### src/rtl/output_hold_limiter_pkg.sv
// Shared types and helpers for the output hold limiter: per-bit FSM state
// encoding and a width helper for sizing the hold counter from HOLD.
package output_hold_pkg;

    typedef enum logic {
        ST_IDLE = 1'b0,
        ST_HOLD = 1'b1
    } hold_state_e;

    // Ceiling log2; clog2(1) == 0.
    function automatic int unsigned clog2(input longint unsigned value);
        int unsigned bits;
        bits = 0;
        while ((64'd1 << bits) < value) begin
            bits++;
        end
        return bits;
    endfunction

    // Smallest counter width W with 2**W > hold (at least 1 bit).
    function automatic int unsigned hold_width(input int unsigned hold);
        int unsigned bits;
        bits = clog2(64'(hold) + 64'd1);
        return (bits == 0) ? 1 : bits;
    endfunction

endpackage

### src/rtl/output_hold_limiter_bit.sv
// One output bit: forwards din to dout but keeps dout stable for at least
// HOLD cycles after every change; the value sampled at hold expiry wins.
module output_hold_bit
    import output_hold_pkg::*;
#(
    parameter int unsigned HOLD       = 50000,
    parameter int unsigned HOLD_WIDTH = 16
) (
    input  logic clk,
    input  logic reset_n,
    input  logic din,
    output logic dout,
    output logic pend
);

    localparam logic [HOLD_WIDTH-1:0] CNT_LAST = HOLD_WIDTH'(HOLD - 1);
    localparam logic [HOLD_WIDTH-1:0] CNT_ONE  = HOLD_WIDTH'(1);

    hold_state_e           state_q, state_d;
    logic [HOLD_WIDTH-1:0] cnt_q,   cnt_d;
    logic                  dout_q,  dout_d;
    logic                  pend_q,  pend_d;

    always_comb begin
        state_d = state_q;
        cnt_d   = cnt_q;
        dout_d  = dout_q;
        pend_d  = 1'b0;
        case (state_q)
            ST_IDLE: begin
                if (din != dout_q) begin
                    dout_d  = din;
                    cnt_d   = '0;
                    state_d = ST_HOLD;
                end
            end
            ST_HOLD: begin
                if (cnt_q == CNT_LAST) begin
                    // Expiry: apply a still-differing request back-to-back,
                    // otherwise the hold is satisfied and we go idle.
                    cnt_d = '0;
                    if (din != dout_q) begin
                        dout_d = din;
                    end else begin
                        state_d = ST_IDLE;
                    end
                end else begin
                    cnt_d  = cnt_q + CNT_ONE;
                    pend_d = (din != dout_q);
                end
            end
            default: begin
                state_d = ST_IDLE;
                cnt_d   = '0;
            end
        endcase
    end

    always_ff @(posedge clk or negedge reset_n) begin
        if (!reset_n) begin
            state_q <= ST_IDLE;
            cnt_q   <= '0;
            dout_q  <= 1'b0;
            pend_q  <= 1'b0;
        end else begin
            state_q <= state_d;
            cnt_q   <= cnt_d;
            dout_q  <= dout_d;
            pend_q  <= pend_d;
        end
    end

    assign dout = dout_q;
    assign pend = pend_q;

endmodule

### src/rtl/output_hold_limiter.sv
// Per-bit minimum-hold enforcer for FPGA outputs: WIDTH independent copies
// of output_hold_bit, no shared logic.
module output_hold_limiter
    import output_hold_pkg::*;
#(
    parameter int unsigned WIDTH      = 8,
    parameter int unsigned HOLD       = 50000,
    parameter int unsigned HOLD_WIDTH = 16
) (
    input  logic             clk,
    input  logic             reset_n,
    input  logic [WIDTH-1:0] data_in,
    output logic [WIDTH-1:0] data_out,
    output logic [WIDTH-1:0] pending
);

    for (genvar g = 0; g < WIDTH; g++) begin : g_bit
        output_hold_bit #(
            .HOLD       (HOLD),
            .HOLD_WIDTH (HOLD_WIDTH)
        ) u_bit (
            .clk     (clk),
            .reset_n (reset_n),
            .din     (data_in[g]),
            .dout    (data_out[g]),
            .pend    (pending[g])
        );
    end

endmodule

### config.mk
export PLATFORM = sky130hd
export DESIGN_NAME = output_hold_limiter
export DESIGN_NICKNAME = d
export VERILOG_FILES = /design/src/rtl/output_hold_limiter_pkg.sv /design/src/rtl/output_hold_limiter_bit.sv /design/src/rtl/output_hold_limiter.sv
export SDC_FILE = /design/constraint.sdc
export NUM_CORES = 1
export LEC_CHECK = 0
export CAP_MARGIN = 20
export CORE_AREA = 4 4 134 136
export CTS_CLUSTER_SIZE = 40
export DETAILED_ROUTE_END_ITERATION = 10
export DIE_AREA = 0 0 138 140
export PLACE_DENSITY = 0.66
export SLEW_MARGIN = 40
export SYNTH_ARGS = -nofsm -noshare
export SYNTH_HDL_FRONTEND = slang
export SYNTH_HIERARCHICAL = 1
export SYNTH_SLANG_ARGS = --single-unit
### constraint.sdc
create_clock -name clk -period 2.7 [get_ports clk]
set_clock_uncertainty 0.1 [all_clocks]
set_input_delay 0.54 -clock clk [delete_from_list [all_inputs] [get_ports clk]]
set_output_delay 0.54 -clock clk [all_outputs]
set_load 0.1 [all_outputs]
Yosys cells after proc, flatten, opt, wreduce, memory -nomap -nowiden
Cells that the tools add are included.
- $add $sub $neg: 8
- eq/ne operators: 32
- mux-type cells: 88
- bitwise operators: 8
- operators by type and width (kind ; count):
    $mux W16 ; 16
    $pmux W16 S2 ; 8
    $add A16 B1 Y16 const B ; 8
    $eq A16 B16 Y1 const B ; 8
    $mux W1 ; 48
    $pmux W1 S2 ; 16
    $ne A2 B1 Y1 const B ; 8
    $ne A2 B2 Y1 const B ; 8
    $ne A1 B1 Y1 ; 8
    $not A1 Y1 ; 8
- bits in registers: 152
- bits of input ports: 10
- word-level logic and storage cells: 168

Logic depth before layout (Yosys ltp)
- depth in word-level cells: 4
- mapped depth: 7
- mapped depth without buffers: 6

By module
Netlist, hierarchy kept.
- by module, submodules not included (module ; instances ; cells each ; area each (µm²) ; seq. area each (µm²)):
    output_hold_bit (g_bit[0].u_bit ...) ; 7 ; 118 ; 1036.0 ; 475.5
    output_hold_bit (g_bit[7].u_bit) ; 1 ; 114 ; 1044.8 ; 475.5

Worst setup path after synthesis
OpenSTA, ideal clock, no wires.
- path kind: register -> register
- from: reg g_bit[0].u_bit.cnt_q[12]
- to: reg g_bit[0].u_bit.cnt_q[5]
- data arrival time: 1.972 ns
- data required time: 2.479 ns
- setup slack: 0.507 ns
- cell stages (with the launch flop): 7
- period minus slack after synthesis: 2.193 ns
- cells stage by stage: dfrtp_1 or4b_1 or4_4 o21ai_4 buf_6 o21ai_2 a22o_1
- cells in the longest elaborated chain, start to end: 3
- RTL lines (what ; line ; text):
    from (decl) ; output_hold_limiter_bit.sv:20 ; logic [HOLD_WIDTH-1:0] cnt_q, cnt_d;
    from (signal assigned) ; output_hold_limiter_bit.sv:67 ; cnt_q <= cnt_d;
    $eq A16 B16 Y1 ; output_hold_limiter_bit.sv:38 ; if (cnt_q == CNT_LAST) begin
    $mux W16 ; output_hold_limiter_bit.sv:38 ;
    $pmux W16 S2 ; output_hold_limiter_bit.sv:29 ; case (state_q)
Every way passes these cells.
A chain may end at the register's enable or synchronous reset.

Worst setup path in the final report
- from: reg g_bit[1].u_bit.cnt_q[12]
- to: reg g_bit[1].u_bit.cnt_q[8]
- cells in the longest elaborated chain, start to end: 3
- RTL lines (what ; line):
    from (decl) ; output_hold_limiter_bit.sv:20
    from (signal assigned) ; output_hold_limiter_bit.sv:67
    $eq A16 B16 Y1 ; output_hold_limiter_bit.sv:38
    $mux W16 ; output_hold_limiter_bit.sv:38
    $pmux W16 S2 ; output_hold_limiter_bit.sv:29
Every way passes these cells.

==> metrics.md <==
| Metric | Value |
|---|---|
| Clk_lat worst skew | `0.42 ns` |
| WP data arrival | `2.60 ns` |
| Worst-path clk slew | `0.06 ns` |
| Layout area overhead | `12.4%` |
| CTS tree | `done` |
| Die area | `0.0193 mm²` |
| Global-route wire length before repair | `29400 µm` |
| Compound-Gate Fraction of Synth Area | `17.6%` |
| Buffers on Ports | `25` |
| Post-CTS sizing | `0` |
| RSZ-0062 raised after global routing | `no` |
| Fmax | `418 MHz` |
| Post-Syn Area per Cell | `8.83 µm²` |
| Unique masters post-synth | `46` |
| Die Span X | `138 µm` |
| Post-synth design cell area | `0.00830 mm²` |
| Die Y | `140 µm` |
| Row cnt | `48` |
| Slowest CP cell | `or4_4` |
| Drt initial violations | `351` |
| Placer Congestion | `0.847` |
| Setup Total Neg Slack | `0 ns` |
| Diode count | `0` |
| Final setup fails | `0` |
| Post-synthesis xor/xnor area fraction | `0.845%` |
| Largest family of logic cells by synthesized area | `simple AND/OR/NAND/NOR gates` |
| Simple-gate share of the synthesized area | `27.7%` |
| Total power | `4.93 mW` |
| Total wire length | `16500 µm` |
| Proportion of synthesized area in mux cells | `0.845%` |
| Max-slew headroom | `48.7%` |
| DR vias | `6637` |
| Crit path kind | `flop to flop` |
| Final Cell Area | `0.00933 mm²` |
| Initial antenna violation count | `0` |
| Fin. Hold Viols | `0` |
| CTS root buffer | `clkbuf_16` |
| # DRC | `0` |
| Final Max Tran Viols | `0` |
| Sink Count | `152` |
| Outcome | `finished clean` |
| Synthesized instance count | `940` |
| Initial core utilization | `49.0%` |
| Post-route ant nets | `0` |
| Delay-heaviest family, CP | `simple AND/OR/NAND/NOR gates` |
| Crit end category | `flop` |
| Worst-Margin Slew | `0.763 ns` |
| DRT Pass-1 Iters | `4` |
| Hold-fix buffer count after cts | `1` |
| Post-layout min period | `2.39 ns` |
| Peak VDD IR | `0.458 mV` |
| Avg Vias per Cell | `5.50` |
| Final nets | `987` |
| Leakage | `3.96 nW` |
| Fraction of layout cells with a size suffix above 1 | `9.47%` |
| Post-DP Area | `0.00869 mm²` |
| Sequential-to-total area share from yosys stat | `45.8%` |
| Area of the core | `0.0169 mm²` |
| Hold Slack | `0.414 ns` |
| WP data required | `2.91 ns` |
| Synth Area in Adders | `1.21%` |
| Yosys Warn Count | `6` |
| HPWL after DPL | `11300 µm` |
| CTS buffer count | `17` |
| Fin crit share | `88.5%` |
| Crit path buf inv count | `0` |
| Max Cap Viol | `0` |
| Vias in the first global route | `6248` |
| Worst Setup Start Kind | `flop` |
| Pwr Density | `528 mW/mm²` |
| Largest stage delay, worst path | `0.54 ns` |
| Prevailing post-synth register cell | `dfrtp_1` |
| Hold WC Path Type | `flop to flop` |
| Max clock buf depth | `2` |
| GRT Residual Overflow | `0` |
| Postcts setup bufs | `0` |
| Total track usage | `17.9%` |
| Wire per inst | `13.7 µm` |
| CP cell instances | `or4b_1 -> or4_4 -> o21ai_4 -> o211ai_1 -> o21a_1` |
| Synth Register Bits | `152` |
| Pin count of the biggest net entering global routing | `53` |
| Crit-path max FO | `15` |
| I/O Pins | `26` |
| Mapped Nets | `958` |
| Number of enable flip-flop cells after synthesis | `0` |
| Asr flop ratio synth | `100%` |
| H-tree depth | `4` |
==> flip-flops by register name, indices dropped and copies added, names as in the netlist <==
register / cells
g_bit.u_bit/cnt_q: 128
g_bit.u_bit/state_q: 8
g_bit.u_bit/pend: 8
g_bit.u_bit/dout: 8
==> cell families after synthesis <==
| logic type | after synthesis |
|---|---|
| fa+ha+maj | 8 |
| buf+inv | 96 |
| flops | 152 |
| compound gates | 225 |
| mux | 7 |
| simple gates | 444 |
| xor+xnor | 8 |
==> path summary, 6_finish.rpt <==
path	from	endpoint	slack [ns]	depth (start not counted)
worst max register to register	g_bit[1].u_bit/cnt_q[12]	g_bit[1].u_bit/cnt_q[8]	0.31	5
min in group asynchronous	reset_n	g_bit[0].u_bit/cnt_q[14]	0.53	2
worst max-delay path	g_bit[1].u_bit/cnt_q[12]	g_bit[1].u_bit/cnt_q[8]	0.31	5
worst min register to register	g_bit[3].u_bit/dout	g_bit[3].u_bit/dout	0.41	2
worst min-delay path	g_bit[3].u_bit/dout	g_bit[3].u_bit/dout	0.41	2
max in group asynchronous	reset_n	g_bit[5].u_bit/cnt_q[3]	1.30	3
==> power breakdown <==
part | internal, mW | leakage [nW] | switching [mW] | total, mW
clock network | 1.59 | 0.306 | 0.909 | 2.50
logic | 0.0354 | 2.05 | 0.105 | 0.141
registers | 2.28 | 1.61 | 0.00229 | 2.29
total | 3.91 | 3.96 | 1.02 | 4.93
==> synthesized netlist by cell type (7+ instances only) <==
| cell type | number | share of area [%] |
|---|---|---|
| and3_1 | 10 | 0.75 |
| o31ai_1 | 14 | 1.3 |
| nand3b_1 | 14 | 1.3 |
| nor4_1 | 7 | 0.53 |
| nand2_1 | 145 | 6.6 |
| buf_6 | 17 | 2.3 |
| dfrtp_1 | 152 | 46 |
| o21ai_0 | 62 | 3.7 |
| o22ai_1 | 7 | 0.53 |
| nor3_1 | 10 | 0.60 |
| nand3_1 | 94 | 5.7 |
| nor2b_1 | 23 | 1.7 |
| clkbuf_1 | 15 | 0.68 |
| o21a_1 | 14 | 1.3 |
| nor3b_1 | 8 | 0.72 |
| o211ai_1 | 15 | 1.4 |
| o21ai_4 | 7 | 1.4 |
| nor2_1 | 40 | 1.8 |
| a21oi_1 | 59 | 3.6 |
| a31oi_1 | 7 | 0.53 |
| a22o_1 | 17 | 1.8 |
| xnor2_1 | 8 | 0.84 |
| or4b_1 | 7 | 0.84 |
| or4_4 | 7 | 0.95 |
| a21o_1 | 8 | 0.72 |
| inv_1 | 63 | 2.9 |
| mux2i_1 | 7 | 0.84 |
| nand2b_1 | 21 | 1.6 |
| or3_1 | 47 | 3.5 |
| o21ai_2 | 8 | 0.84 |
| ha_1 | 8 | 1.2 |
==> layout make-up <==
type / instances / area, µm²
clock buffer: 20 / 457
clock inverter: 12 / 173
fill: 1525 / 7610
inverter: 63 / 236
multi-input combinational: 692 / 4000
sequential: 152 / 3800
tap: 225 / 282
timing repair buffer: 43 / 374
==> layout by cell type (no fill, tap or decap), drive strengths merged, types with 15 or more instances in the layout <==
cell type / count
dfrtp: 152
nand2: 145
nand3: 94
o21ai: 78
inv: 64
a21oi: 59
or3: 48
nor2: 41
buf: 34
nor2b: 23
nand2b: 21
clkbuf: 20
a22o: 17
o211ai: 15
o21a: 15
==> per-stage QoR <==
stage,cells,utilization (%),setup WS (ns)
2_1_floorplan,940,-,0.507
5_1_grt,1207,55.1,0.221
6_report,1207,55.1,0.310
3_3_place_gp,1174,51.3,0.387
4_1_cts,1207,55.1,0.319
3_5_place_dp,1174,51.3,0.350
==> per-layer routing <==
layer | up-vias | part of all wire [%] | GRT usage [%]
met3 | 10 | 3.2 | 3.99
met5 | - | 0 | 0
met2 | 90 | 45 | 27.7
met1 | 3146 | 51 | 25.3
met4 | 0 | 1.0 | 5.04
li1 | 3391 | - | -
==> worst reg2reg max path: stages, from the launching register on <==
cell and delay (ns):
dfrtp_1 0.41, or4b_1 0.52, or4_4 0.54, o21ai_4 0.38
o211ai_1 0.18, o21a_1 0.14
Note: power is estimated with default switching activity, not from simulation.
